`config.mk`:
```
export PLATFORM = sky130hd
export DESIGN_NAME = xy_modulo_seq
export DESIGN_NICKNAME = d
export VERILOG_FILES = /design/src/rtl/xy_modulo_seq.sv
export SDC_FILE = /design/constraint.sdc
export NUM_CORES = 1
export LEC_CHECK = 0
export BUFFER_PORTS_ARGS = -buffer_cell sky130_fd_sc_hd__buf_4
export CAP_MARGIN = 20
export CORE_MARGIN = 1.5
export CORE_UTILIZATION = 52
export DETAILED_ROUTE_END_ITERATION = 8
export PLACE_DENSITY = 0.81
export SLEW_MARGIN = 5
export SYNTH_ARGS = -nofsm -noshare
export SYNTH_HDL_FRONTEND = slang
export SYNTH_SLANG_ARGS = --single-unit
```
`constraint.sdc`:
```
create_clock -name CLK -period 5.1 [get_ports CLK]
set_input_delay 1.53 -clock CLK [delete_from_list [all_inputs] [get_ports CLK]]
set_output_delay 1.53 -clock CLK [all_outputs]
set_load 0.01 [all_outputs]
```
`src/rtl/xy_modulo_seq.sv`:
```
`default_nettype none
// ============================================================================
// xy_modulo_seq : RESULT = X mod (X - Y) via WIDTH-step restoring division;
// optional quotient register enabled by macro XYMOD_QUOTIENT_EN.  Rev 1.0
// ============================================================================
module xy_modulo_seq #(
   parameter int WIDTH = 16
) (
   input  logic             CLK,
   input  logic             RSTN,
   input  logic             E,
   input  logic             W,
   input  logic             R,
   input  logic [2:0]       ADDR,
   input  logic [WIDTH-1:0] D,
   output logic [31:0]      OUT
);

   localparam int CNT_W = $clog2(WIDTH);
   localparam logic [CNT_W-1:0] LAST_CNT = CNT_W'(WIDTH - 1);

   typedef enum logic [1:0] {
      IDLE = 2'd0,
      LOAD = 2'd1,
      DIV  = 2'd2
   } state_t;

   state_t           state;
   state_t           state_nxt;

   logic [WIDTH-1:0] x_reg;
   logic [WIDTH-1:0] y_reg;
   logic [WIDTH-1:0] result;
   logic [WIDTH-1:0] div_r;
   logic [WIDTH-1:0] rem;
   logic [WIDTH-1:0] dvd;
   logic [CNT_W-1:0] cnt;
   logic             done;
   logic             dz;
`ifdef XYMOD_QUOTIENT_EN
   logic [WIDTH-1:0] quotient;
`endif

   logic             busy;
   logic             wr_en;
   logic             rd_en;
   logic             start;
   logic             clr;
   logic             x_we;
   logic             y_we;
   logic             last;
   logic [WIDTH-1:0] div_val;
   logic [WIDTH:0]   trial;
   logic [WIDTH:0]   diff;
   logic             ge;
   logic [WIDTH-1:0] rem_nxt;
   logic [WIDTH-1:0] quo_nxt;
   logic [31:0]      rd_val;

   assign busy    = (state != IDLE);
   assign wr_en   = E & W;
   assign rd_en   = E & R;
   assign start   = wr_en && (ADDR == 3'd3) && D[0] && !busy;
   assign clr     = wr_en && (ADDR == 3'd3) && D[1];
   assign x_we    = wr_en && (ADDR == 3'd0) && !busy;
   assign y_we    = wr_en && (ADDR == 3'd1) && !busy;
   assign last    = (cnt == LAST_CNT);
   assign div_val = x_reg - y_reg;

   // One restoring step: shift the next dividend bit into the partial remainder.
   // dvd shifts left each step, so its low bits collect the quotient MSB first.
   assign trial   = {rem, dvd[WIDTH-1]};
   assign diff    = trial - {1'b0, div_r};
   assign ge      = (trial >= {1'b0, div_r});
   assign rem_nxt = ge ? diff[WIDTH-1:0] : trial[WIDTH-1:0];
   assign quo_nxt = {dvd[WIDTH-2:0], ge};

   always_ff @(posedge CLK or negedge RSTN) begin
      if (!RSTN) begin
         state <= IDLE;
      end else begin
         state <= state_nxt;
      end
   end

   always_comb begin
      state_nxt = state;
      case (state)
         IDLE: begin
            if (start) begin
               state_nxt = LOAD;
            end
         end
         LOAD: begin
            state_nxt = (div_val == '0) ? IDLE : DIV;
         end
         DIV: begin
            if (last) begin
               state_nxt = IDLE;
            end
         end
         default: state_nxt = IDLE;
      endcase
   end

   always_ff @(posedge CLK or negedge RSTN) begin
      if (!RSTN) begin
         x_reg    <= '0;
         y_reg    <= '0;
         result   <= '0;
         div_r    <= '0;
         rem      <= '0;
         dvd      <= '0;
         cnt      <= '0;
         done     <= 1'b0;
         dz       <= 1'b0;
`ifdef XYMOD_QUOTIENT_EN
         quotient <= '0;
`endif
      end else begin
         if (x_we) begin
            x_reg <= D;
         end
         if (y_we) begin
            y_reg <= D;
         end
         if (start || clr) begin
            done <= 1'b0;
            dz   <= 1'b0;
         end
         // Completion is evaluated after the clear so a same-cycle clear cannot hide it.
         case (state)
            LOAD: begin
               div_r <= div_val;
               rem   <= '0;
               dvd   <= x_reg;
               cnt   <= '0;
               if (div_val == '0) begin
                  result   <= x_reg;
                  dz       <= 1'b1;
                  done     <= 1'b1;
`ifdef XYMOD_QUOTIENT_EN
                  quotient <= '1;
`endif
               end
            end
            DIV: begin
               rem <= rem_nxt;
               dvd <= quo_nxt;
               cnt <= cnt + 1'b1;
               if (last) begin
                  result   <= rem_nxt;
                  done     <= 1'b1;
`ifdef XYMOD_QUOTIENT_EN
                  quotient <= quo_nxt;
`endif
               end
            end
            default: ;
         endcase
      end
   end

   // Write-first: a same-cycle accepted write to X/Y returns the incoming data.
   always_comb begin
      rd_val = '0;
      case (ADDR)
         3'd0: rd_val = x_we ? 32'(D) : 32'(x_reg);
         3'd1: rd_val = y_we ? 32'(D) : 32'(y_reg);
         3'd2: rd_val = 32'(result);
         3'd3: rd_val = {29'b0, dz, done, busy};
`ifdef XYMOD_QUOTIENT_EN
         3'd4: rd_val = 32'(quotient);
`else
         3'd4: rd_val = '0;
`endif
         default: rd_val = '0;
      endcase
   end

   always_ff @(posedge CLK or negedge RSTN) begin
      if (!RSTN) begin
         OUT <= '0;
      end else if (rd_en) begin
         OUT <= rd_val;
      end
   end

endmodule
`default_nettype wire

```
==> run metrics <==
outcome complete, no violations; Power Dens Cells 686 nW/um^2; die boundary height approximately 120 microns; combined area of all synthesized cells ~7300 sq um; relative contribution of the clock network to total power between 20% and 30%; clock root buffer master sky130_fd_sc_hd__clkbuf_16; Post-synth EDFFs 0; FFs w/ async S/R, synth 100%; average wire per standard cell 18.7 microns; cell row count 43; overall fraction of global-route tracks in use between 20 and 30%; number of antenna diodes 0; hpwl dp 13400 microns; Layout Nets about 870; setup repair after global routing missed its margin no; final total negative setup slack 0 ns; crit path capture type flop; Clock Path Buffers 2; transition time at the pin with the least slew margin 0.985 ns; gp weighted congestion roughly 0.91; TritonCTS clock tree built; I/O Buffers 39; total of fill cells in the finished design 1104; worst slew margin relative to its limit approximately a third; number of pins exceeding their max-slew limit in the final report 0; leading cell type in the layout, fill and taps excluded sky130_fd_sc_hd__dfrtp_1; path class of the lowest-slack min-delay path flop to flop; post-place setup slack between 0.9 and 1 ns; Routed Antenna Nets 0; Sequential Power Share between 20% and 30%; H-tree depth 4; synthesized instance count about 800; maximum VDD drop 0.415 mV; Mean Syn Cell Area between 9 and 10 sq um; internal power summed over all cells between 3000 and 4000 uW; count of TritonRoute iterations in the first routing pass 5; commonest cells after routing, fill and taps aside sky130_fd_sc_hd__dfrtp_1, sky130_fd_sc_hd__o21ai_0, sky130_fd_sc_hd__inv_1, sky130_fd_sc_hd__a21oi_1, sky130_fd_sc_hd__nand2_1; Total Die Area about 15000 sq um; number of buffers inserted for hold repair after clock tree synthesis 0; number of DRC violations after detailed-routing iteration 0 about 580; data arrival time of the worst path 4.56 ns; # Max-Cap Violations 0; Setup CP Type flop to flop; number of buffers created by CTS 17; Detailed Route WL ~19000 microns; switching power share of the total a little over two fifths; leakage component of the power ~0.0036 uW; register bit count reported by yosys 120; Finish-stage setup viols 0; combinational share of power between 50% and 60%; number of top-level pins between 50 and 60; Post-CTS Setup Bufs 0; number of distinct library cells after synthesis 65; clock sink count 120; portion of the clock cycle consumed by the worst path in the final layout around 83%; Highest Clock Rate between 200 and 250 MHz; total number of vias 6035; Clock Pin Slew Worst Setup and Hold Paths approximately 0.050 ns; vias per inst between 6 and 7; layout overhead on the synthesized area 14.1%; predominant post-synthesis flop cell sky130_fd_sc_hd__dfrtp_1; Max Fanout on Critical Path 14; Final Hold Fails 0; share of synthesized area occupied by flip-flops and latches 41.2%; wire length of the first global-routing pass slightly above 30000 microns; top cells by area in the synthesized netlist sky130_fd_sc_hd__dfrtp_1, sky130_fd_sc_hd__ha_1, sky130_fd_sc_hd__mux2i_1, sky130_fd_sc_hd__o21ai_0, sky130_fd_sc_hd__a21oi_1; cell type contributing the most total cell area after synthesis sky130_fd_sc_hd__dfrtp_1; clock network latency to the later pin of the worst-skew pair 0.43 ns; via count of the first global-routing pass 5797; power spent charging and discharging nets roughly 2400 uW; critical path data required time between 5 and 6 ns; Overall Power ~5700 uW; Worst setup SP type flop; cts repair resizes 0; initial core utilization 52.9%; x dimension of the die about 120 microns; antenna violations before repair 0; minimum period implied by the final worst setup slack roughly 4.3 ns; final core occ about three fifths; setup skew after layout 0.00961 ns; core region area around 14000 sq um; smallest setup slack after layout around 0.85 ns; share of post-route cells with drive strength above 1 roughly 16%; pin count of the biggest net entering global routing 79; overall overflow remaining after global route 0; detailed-route DRC error count 0; area share of the leading cell type in the synthesized netlist between 40 and 50%; total area of multi-input combinational cells approximately 3800 sq um; synth warn 0; area taken by flip-flops and latches roughly 3000 sq um
[worst max-delay path, cell delays in order (launching register included)]
cell	delay, ns
sky130_fd_sc_hd__dfrtp_1	0.39
sky130_fd_sc_hd__ha_1	0.23
sky130_fd_sc_hd__fa_1	0.41
sky130_fd_sc_hd__xor2_1	0.19
sky130_fd_sc_hd__nand3_1	0.10
sky130_fd_sc_hd__or3_1	0.38
sky130_fd_sc_hd__a211oi_2	0.22
sky130_fd_sc_hd__o2111ai_1	0.15
sky130_fd_sc_hd__or4_1	0.43
sky130_fd_sc_hd__or4b_4	0.58
sky130_fd_sc_hd__a211oi_4	0.33
sky130_fd_sc_hd__buf_4	0.33
sky130_fd_sc_hd__mux2_2	0.38
[cell usage after synthesis (all sizes together), types with 10 or more instances]
cell type and instances:
o21ai 79, nor2b 10, inv 65, buf 27
nor2 43, clkbuf 27, a41oi 12, nand3 32
dfrtp 120, ha 35, nand2 59, xnor2 11
mux2 32, a22oi 12, a21oi 62, mux2i 40
[stage by stage]
stage                     cell area, sq um  std cells  hold WS [ns]
after floorplan                       7340        793         0.443
after global placement                7660        969         0.476
after detailed placement              7660        969         0.476
after CTS                             8280       1001         0.489
after global routing                  8310       1003         0.524
final                                 8310       1003         0.488
[cells by family after synthesis]
group                      share of synthesized area (%)
other                                             0.0515
xor gates and xnor gates                            2.41
buffers and inverters                               7.30
adders and majority gates                           6.56
muxes                                               11.7
AOI/OAI and AO/OA                                   18.0
and+or+nand+nor                                     12.7
DFF                                                 41.2
[worst paths after layout]
| path | slack [ns] | start | cells after the start | end |
|---|---|---|---|---|
| max reg2reg | 0.85 | y_reg[0]$_DFFE_PN0P_ | 12 | result[4]$_DFFE_PN0P_ |
| max in group asynchronous | 2.94 | RSTN | 2 | x_reg[0]$_DFFE_PN0P_ |
| min reg2reg | 0.49 | dz$_DFF_PN0_ | 2 | dz$_DFF_PN0_ |
| min in group asynchronous | 1.26 | RSTN | 1 | OUT[6]$_DFFE_PN0P_ |
| min | 0.49 | dz$_DFF_PN0_ | 2 | dz$_DFF_PN0_ |
| max | 0.85 | y_reg[0]$_DFFE_PN0P_ | 12 | result[4]$_DFFE_PN0P_ |
[per-layer routing]
metal  global-route usage [%]  vias up  part of all wire (%)
met5                        0        -                     0
met4                     10.3        0                   2.5
met3                     6.39       37                   6.8
met2                     42.8      262                    48
met1                     35.5     2943                    42
li1                         -     2793                     -
[final cells by class]
class                           count  area share, %
Inverter                           66           2.98
Sequential cell                   120           36.1
Timing Repair Buffer               52           4.94
Clock buffer                       21           5.30
Multi-Input combinational cell    553           45.9
Tap cell                          180           2.71
Clock inverter                     11           2.06
[power by group through the flow]
stage	logic, uW	registers, uW	clock network [uW]
floorplan	2180	1470	0
global placement	2720	1520	0
detailed placement	2800	1540	0
CTS	2830	1530	1270
global route	3190	1570	1330
finish	2900	1540	1260
Power figures use the tool's default switching activity.
